**config.mk**
```make
export PLATFORM = sky130hd
export DESIGN_NAME = sound_sdr_arbiter
export DESIGN_NICKNAME = d
export VERILOG_FILES = /design/src/rtl/sound_pkg.sv /design/src/rtl/sound_sdr_arbiter.sv
export SDC_FILE = /design/constraint.sdc
export NUM_CORES = 1
export LEC_CHECK = 0
export BUFFER_PORTS_ARGS = -buffer_cell sky130_fd_sc_hd__buf_2
export CAP_MARGIN = 10
export CORE_ASPECT_RATIO = 2
export CORE_MARGIN = 10
export CORE_UTILIZATION = 42
export DETAILED_ROUTE_END_ITERATION = 16
export GPL_TIMING_DRIVEN = 0
export PLACE_DENSITY = 0.76
export RECOVER_POWER = 25
export SETUP_SLACK_MARGIN = 0.05
export SYNTH_ARGS = -nofsm -noshare
export SYNTH_HDL_FRONTEND = slang
export SYNTH_SLANG_ARGS = --single-unit
```
**constraint.sdc**
```tcl
create_clock -name clk_sys -period 1.4 [get_ports clk_sys]
set_input_delay 0.14 -clock clk_sys [delete_from_list [all_inputs] [get_ports clk_sys]]
set_output_delay 0.14 -clock clk_sys [all_outputs]
set_load 0.005 [all_outputs]
```
**src/rtl/sound_pkg.sv**
```systemverilog
// Shared types and defaults for the sound-CPU / GA20 SDRAM arbiter.
package sound_pkg;

  typedef enum logic {PORT_SAMPLE, PORT_CPU} port_e;

  typedef enum logic [1:0] {IDLE, BUSY, ACK} arb_state_e;

  localparam logic [24:0] SAMPLE_BASE_DEF = 25'h0100000;
  localparam logic [24:0] ROM_BASE_DEF    = 25'h0000000;

  // 8-byte line address within a port region; the sum wraps at 2^25.
  function automatic logic [24:0] sdr_line_addr(input logic [24:0] base,
                                                input logic [19:0] addr);
    return base + {5'd0, addr[19:3], 3'b000};
  endfunction

endpackage

```
**src/rtl/sound_sdr_arbiter.sv**
```systemverilog
// Two-port (GA20 sample / sound CPU ROM) arbiter onto a single SDRAM read port,
// one transaction in flight, sample port favoured with bounded CPU starvation.
module sound_sdr_arbiter
  import sound_pkg::*;
#(
  parameter logic [24:0] SAMPLE_BASE = SAMPLE_BASE_DEF,
  parameter logic [24:0] ROM_BASE    = ROM_BASE_DEF,
  parameter int          STARVE_MAX  = 3
) (
  input  logic        clk_sys,
  input  logic        reset,
  input  logic        s_req,
  input  logic [19:0] s_addr,
  output logic        s_ack,
  output logic [63:0] s_data,
  input  logic        c_req,
  input  logic [19:0] c_addr,
  output logic        c_ack,
  output logic [63:0] c_data,
  output logic [24:0] sdr_addr,
  output logic        sdr_req,
  input  logic [63:0] sdr_data,
  input  logic        sdr_rdy
);

  localparam int SW = (STARVE_MAX < 4) ? 2 : $clog2(STARVE_MAX + 1);
  localparam logic [SW-1:0] STARVE_SAT = SW'(STARVE_MAX);

  arb_state_e    state, state_nxt;
  port_e         winner;
  logic [SW-1:0] starve;
  logic          any_req;
  logic          grant_cpu;

  assign any_req   = s_req | c_req;
  // CPU wins outright when alone, or when it has been passed over too often.
  assign grant_cpu = c_req & (~s_req | (starve == STARVE_SAT));

  always_ff @(posedge clk_sys) begin
    if (reset) state <= IDLE;
    else       state <= state_nxt;
  end

  always_comb begin
    state_nxt = state;
    case (state)
      IDLE:    if (any_req) state_nxt = BUSY;
      BUSY:    if (sdr_rdy) state_nxt = ACK;
      ACK:     state_nxt = IDLE;
      default: state_nxt = IDLE;
    endcase
  end

  always_ff @(posedge clk_sys) begin
    if (reset) begin
      winner   <= PORT_SAMPLE;
      starve   <= '0;
      sdr_req  <= 1'b0;
      sdr_addr <= '0;
      s_ack    <= 1'b0;
      c_ack    <= 1'b0;
      s_data   <= '0;
      c_data   <= '0;
    end else begin
      s_ack <= 1'b0;
      c_ack <= 1'b0;
      case (state)
        IDLE: begin
          if (!c_req || grant_cpu)   starve <= '0;
          else if (starve != STARVE_SAT) starve <= starve + SW'(1);
          if (any_req) begin
            winner   <= grant_cpu ? PORT_CPU : PORT_SAMPLE;
            sdr_req  <= 1'b1;
            sdr_addr <= grant_cpu ? sdr_line_addr(ROM_BASE, c_addr)
                                  : sdr_line_addr(SAMPLE_BASE, s_addr);
          end
        end
        BUSY: begin
          if (sdr_rdy) begin
            sdr_req <= 1'b0;
            if (winner == PORT_CPU) begin
              c_data <= sdr_data;
              c_ack  <= 1'b1;
            end else begin
              s_data <= sdr_data;
              s_ack  <= 1'b1;
            end
          end
        end
        default: ;
      endcase
    end
  end

endmodule

```
==> results of run 1 <==
-- metrics by stage --
step                worst slack (ns)  cells   TNS, ns  util [%]
floorplan                     0.0718    708         0         -
global placement              -0.275   1110    -18.63      54.0
detailed placement            -0.346   1110    -25.20      54.0
CTS                           0.0341   1224         0      65.8
global route                 -0.0321   1242   -0.0924      70.0
finish                      -0.00485   1242  -0.00485      70.0
-- registers in the layout, summed over array words and instances, names as in the netlist --
signal and count:
starve 2, sdr_addr 18, sdr_req 1, s_ack 1
c_ack 1, state 2, winner 1, s_data 64
c_data 64
-- cell type report --
| type | instances | share of cell area [%] |
|---|---|---|
| Sequential cell | 154 | 33.8 |
| Tap cell | 152 | 2.08 |
| Buffer | 61 | 6.23 |
| Timing Repair Buffer | 349 | 24.3 |
| Antenna cell | 2 | 0.0547 |
| Clock inverter | 12 | 1.29 |
| Clock buffer | 20 | 4.77 |
| Multi-Input combinational cell | 491 | 27.5 |
| Inverter | 1 | 0.0410 |
-- timing repair --
action,CTS,global route
pin swaps,2,35
setup buffers,5,9
cloned,0,8
endpoints found under the setup margin,141,143
hold endpoints to repair,134,0
hold buffers,77,0
gates resized for setup,54,121
-- worst min-delay path: cells and delay by family --
kind	cells	cell delay, ns
buf+inv	1	0.10
compound gates	1	0.07
simple gates	1	0.05
-- metal layers --
layer  vias up  GRT usage (%)  share of wire [%]
li1       3061              -                  -
met1      2978           21.7                 33
met2       332           40.9                 54
met3        97           7.15                7.9
met4         0           14.2                5.6
met5         -              0                  0
-- placed cells by master, fill, tap and decap left out, types with 2 or more instances in the layout --
master         netlist  routed
inv_6                0       4
nand2_1            261     246
nor2_1               3       2
buf_2               25     186
nand2_4              0      12
clkbuf_1            21      84
nand3_1             34      30
a31oi_1             17      15
a31oi_2              0       2
o21ai_0             20      11
clkbuf_2             0       3
clkinvlp_4           0       7
clkbuf_8             0       3
buf_12               0       5
dfxtp_1            154     150
nand3_2              0       3
dlygate4sd3_1        0      77
buf_4               14      24
a21oi_1            133     105
clkbuf_16            0      22
dfxtp_2              0       3
nand2_2              0       3
diode_2              0       2
buf_6                1      13
o21ai_1              0       9
buf_8                0      11
conb_1               1       7
a21oi_2              0      28
-- logic make-up (layout without fill, tap and decap cells) --
kind of cell    Yosys count  count (layout)  share of synthesized area (%)
fa+ha+maj                 1               1                          0.224
compound gates          172             172                           15.9
buf+inv                  63             443                           5.86
other cells               1               9                         0.0670
flops                   154             154                           55.1
simple gates            311             311                           22.8
-- power groups by stage --
stage / clock (mW) / sequential, mW / combinational (mW)
floorplan: 0 / 4.72 / 0.451
global placement: 0 / 4.70 / 0.964
detailed placement: 0 / 4.70 / 0.977
CTS: 4.40 / 4.61 / 1.23
global route: 4.59 / 4.64 / 1.50
finish: 4.36 / 4.62 / 1.39
-- final timing paths --
check | from | endpoint
min reg2reg | c_data[7] | c_data[7]
max reg2reg | starve[1] | starve[0]
min | c_addr[8] | sdr_addr[8]
max | starve[1] | starve[0]
==> impl_metrics.py, run 1 <==
metrics = {
    "outcome": {
        "status": "complete, but fails checks",
        "violations": "setup timing",
    },
    "power": {
        "seqPwrFrac_pct": 44.6,
        "p_total_mw": 10.4,
        "vdd_drop_max_v": 0.000826,
        "p_leak_nw": 3.79,
        "clkPwrFrac_pct": 42.0,
        "swShare_pct": 26.0,
        "combPwrFrac_pct": 13.4,
        "p_int_mw": 7.68,
        "p_per_area_nw_per_um2": 1130,
        "p_switching_mw": 2.70,
    },
    "yosys": {
        "synth_cell_type_count": 29,
        "yosys-top-cells-area": "dfxtp_1, nand2_1, a21oi_1",
        "ys.flop_type": "dfxtp_1",
        "synth_seq_cells": 154,
        "yosys.cell_count.top_type": "nand2_1",
        "synth_top_area_share_pct": 55.1,
        "synth_area_leader_cell": "dfxtp_1",
        "syn_avg_cell_area_um2": 7.97,
        "synth-edff-count": 0,
        "async_flop_share_pct": 0,
        "netlist_area_um2": 5600,
        "netlist_instances": 702,
        "yosysSeqAreaShare_pct": 55.1,
        "synth.top_cells.by_count": "nand2_1, dfxtp_1, a21oi_1",
        "yosysWarnings": 0,
    },
    "sta": {
        "finalSetupViolations": 1,
        "min_period_ns": 1.40,
        "drv_slew": 0,
        "finClkSkew_ns": 0.0113,
        "whs_ns": 0.00902,
        "finalCritPeriodShare_pct": 100,
        "finalHoldViolations": 0,
        "fmax_ghz": 0.712,
        "fin_ws_ns": -0.00485,
        "rsz0062_at_grt": "yes",
        "relSlewSlack_pct": 55.6,
        "tightest_slew_ns": 0.666,
    },
    "global_route": {
        "track_usage_pct": 22.8,
        "grt_pass1_wl_um": 33500,
        "grt_max_degree": 17,
        "grt_pass1_vias": 6483,
        "grt_overflow": 0,
        "antenna_found_initial": 2,
    },
    "layout": {
        "drive_gt1_share_pct": 31.6,
        "multi_input_area_um2": 2510,
        "syn_to_final_growth_pct": 63.4,
        "fill_cells": 989,
        "num-nets-final": 1185,
        "regArea_um2": 3090,
        "fin_area_um2": 9150,
    },
    "worst_setup_path": {
        "cp_data_arrival_time_ns": 1.73,
        "regToRegSetupSlack_ns": -0.005,
        "reg2reg_depth": 5,
        "path_max_fanout": 3,
        "cpPeakStageDelay_ns": 0.38,
        "required_ns": 1.72,
        "start_kind": "flop",
        "critPathKind": "flop to flop",
        "slowest_stage": "or3b_1",
        "crit_chain": "ha_4 -> nand2b_4 -> clkbuf_8 -> or3b_1 -> a21oi_1",
        "crit_cells": 5,
        "cp_num_buf_inv": 1,
        "cp-end-kind": "flop",
        "critPathTopFamily": "simple AND/OR/NAND/NOR gates",
    },
    "floorplan": {
        "dieWidth_um": 102,
        "die_h_um": 183,
        "row_count": 59,
        "dieArea_um2": 18600,
        "ioPinCount": 265,
        "initial_core_util_pct": 42.8,
        "core_um2": 13100,
    },
    "clocking": {
        "path_clk_slew_ns": 0.06,
        "htree_num_levels": 4,
        "numClockSinks": 154,
        "numCtsBuffers": 17,
        "cts_tree": "yes",
        "cts-root-buf": "clkbuf_16",
        "clock_latency_ns": 0.41,
        "clockBufferDepth": 2,
    },
    "placement": {
        "dpl-instance-area_um2": 7060,
        "place_hpwl_um": 15700,
        "gp_congestion": 0.847,
        "io_buffer_count": 250,
    },
    "detailed_routing": {
        "wire_per_inst_um": 19.0,
        "ant_nets": 0,
        "vias": 6468,
        "routed_wl_um": 23600,
        "viasPerCell": 5.21,
        "dr.first_iter.drc_count": 253,
        "route.detailed.drc": 0,
        "first_pass_iters": 4,
    },
    "worst_hold_path": {
        "hold_depth": 3,
        "hold_path_class": "input pin to flop",
    },
    "job": {
        "maxCapViolations": 0,
    },
}
Power figures use the tool's default switching activity.
==> inputs of run 2 (changes only) <==
--- a/config.mk
+++ b/config.mk
@@ -10,10 +10,12 @@
 export CORE_ASPECT_RATIO = 2
 export CORE_MARGIN = 10
 export CORE_UTILIZATION = 42
+export CTS_CLUSTER_SIZE = 25
 export DETAILED_ROUTE_END_ITERATION = 16
 export GPL_TIMING_DRIVEN = 0
 export PLACE_DENSITY = 0.76
 export RECOVER_POWER = 25
+export REMOVE_ABC_BUFFERS = 1
 export SETUP_SLACK_MARGIN = 0.05
 export SYNTH_ARGS = -nofsm -noshare
 export SYNTH_HDL_FRONTEND = slang
==> impl_metrics.py, run 2 (same netlist as run 1, synthesis figures left out) <==
metrics = {
    "worst_setup_path": {
        "slowest_stage": "dfxtp_4",
        "crit_chain": "buf_8 -> nor3b_4 -> buf_4 -> nand3_1 -> a31oi_1",
        "start_kind": "flop",
        "cpPeakStageDelay_ns": 0.36,
        "rr_startpoint": "state[0]",
        "cp_data_arrival_time_ns": 1.74,
        "cp_num_buf_inv": 2,
        "cp-end-kind": "flop",
        "path_max_fanout": 6,
        "critPathKind": "flop to flop",
        "required_ns": 1.73,
        "critPathTopFamily": "simple AND/OR/NAND/NOR gates",
        "crit_start": "state[0]",
    },
    "layout": {
        "syn_to_final_growth_pct": 59.4,
        "layout_common_cells": "nand2_1, buf_2, dfxtp_1, a21oi_1, dlygate4sd3_1",
        "fill_cells": 1022,
        "layout_commonest_cell": "nand2_1",
        "drive_gt1_share_pct": 27.1,
        "top_regs": "c_data x64, s_data x64, sdr_addr x18",
        "stdcell_count": 1214,
        "fin_area_um2": 8920,
        "num-nets-final": 1159,
    },
    "sta": {
        "fmax_ghz": 0.709,
        "rsz0062_at_grt": "yes",
        "finClkSkew_ns": 0.0120,
        "finalCritPeriodShare_pct": 101,
        "drv_slew": 0,
        "min_period_ns": 1.41,
        "finalSetupViolations": 2,
        "finalHoldViolations": 0,
        "fin_ws_ns": -0.0107,
    },
    "worst_hold_path": {
        "hold_path_class": "input pin to flop",
        "hold_start": "c_addr[15]",
    },
    "clocking": {
        "clock_latency_ns": 0.41,
        "cts-root-buf": "clkbuf_16",
        "htree_num_levels": 4,
        "clockBufferDepth": 2,
        "cts_tree": "yes",
        "numCtsBuffers": 17,
        "path_clk_slew_ns": 0.07,
        "numClockSinks": 154,
    },
    "outcome": {
        "violations": "setup timing",
        "status": "complete, but fails checks",
    },
    "power": {
        "seqPwrFrac_pct": 42.2,
        "p_int_mw": 8.29,
        "p_leak_nw": 3.66,
        "clkPwrFrac_pct": 45.3,
        "vdd_drop_max_v": 0.000886,
        "p_per_area_nw_per_um2": 1230,
        "swShare_pct": 24.5,
        "combPwrFrac_pct": 12.5,
        "p_switching_mw": 2.68,
    },
    "floorplan": {
        "dieArea_um2": 18600,
        "initial_core_util_pct": 42.8,
        "dieWidth_um": 102,
        "core_um2": 13100,
        "die_h_um": 183,
        "row_count": 59,
        "ioPinCount": 265,
    },
    "placement": {
        "dpl-instance-area_um2": 6890,
        "io_buffer_count": 251,
        "gp_congestion": 0.784,
        "place_hpwl_um": 13400,
        "dpl.cell_count": 1055,
    },
    "global_route": {
        "grt_pass1_wl_um": 34500,
        "grt_pass1_vias": 6584,
        "antenna_found_initial": 0,
        "track_usage_pct": 23.4,
        "grt_max_degree": 96,
        "grt_overflow": 0,
    },
    "detailed_routing": {
        "first_pass_iters": 5,
        "wire_per_inst_um": 19.7,
        "highest_layer": "met4",
        "viasPerCell": 5.37,
        "ant_nets": 0,
        "vias": 6522,
        "wl_met1_um": 8070,
        "wl_met3_um": 2070,
        "dr.first_iter.drc_count": 334,
        "routed_wl_um": 23900,
        "met2_wirelength_um": 12500,
        "route.detailed.drc": 0,
    },
    "job": {
        "maxCapViolations": 0,
    },
}
run 2: cell count changes in the layout (fill, tap and decap cells not counted), sizes merged, moves of 2 or more:
cell,before,now
clkbuf,113,82
dlygate4sd3,77,91
and4b,1,3
and4bb,1,4
clkinvlp,7,3
buf,240,222
bufinv,1,4
run 2: layer usage:
metal | vias to the layer above | track usage [%]
li1 | 3023 | -
met1 | 3039 | 22.9
met2 | 370 | 41.0
met3 | 90 | 6.93
met4 | 0 | 15.9
met5 | - | 0
run 2: layout make-up:
type                            count  area, um^2  area share (%)
Sequential cell                   154        3100            34.7
Timing Repair Buffer              376        2560            28.7
Antenna cell                        1        2.50          0.0280
Clock inverter                     12         186            2.09
Inverter                            1        3.75          0.0421
Multi-Input combinational cell    499        2430            27.2
Tap cell                          152         190            2.13
Clock buffer                       19         453            5.08
run 2: worst register-to-register path, delay by kind of cell (launching register included):
family / cells / cell delay (ns)
compound gates: 1 / 0.21
flops: 1 / 0.36
buf+inv: 2 / 0.35
simple gates: 2 / 0.41
run 2: per-stage QoR:
step | setup TNS, ns | hold slack [ns] | worst slack [ns] | total power, mW | util [%]
6_report | -0.0130 | 0.0324 | -0.0107 | 11.0 | 68.3
3_3_place_gp | -341.79 | 0.393 | -2.47 | 5.56 | 51.6
5_1_grt | -0.628 | 0.0191 | -0.0841 | 11.3 | 68.3
4_1_cts | -1.18 | 0.000403 | -0.0331 | 10.8 | 66.2
2_1_floorplan | -125.96 | 0.209 | -0.974 | 5.05 | -
3_5_place_dp | -70.33 | 0.396 | -0.755 | 5.61 | 52.8
run 2: path summary, 6_finish.rpt:
kind	to	slack, ns	depth (start not counted)
worst max-delay path	sdr_addr[4]	-0.01	5
worst min-delay path	sdr_addr[15]	0.03	3
worst max register to register	sdr_addr[4]	-0.01	5
worst min register to register	c_data[5]	0.45	2
run 2: what timing repair did:
item,CTS,global route
setup buffers,9,16
pin swaps,34,13
gates cloned,4,6
endpoints found under the setup margin,152,107
endpoints found under the hold margin,141,1
hold buffers,90,1
resized for setup,20,34
run 2: power by group through the flow:
stage	Combinational, mW	Sequential, mW	Clock, mW
2_1_floorplan	0.322	4.73	0
3_3_place_gp	0.854	4.71	0
3_5_place_dp	0.893	4.72	0
4_1_cts	1.17	4.64	5.03
5_1_grt	1.47	4.65	5.23
6_report	1.37	4.63	4.98
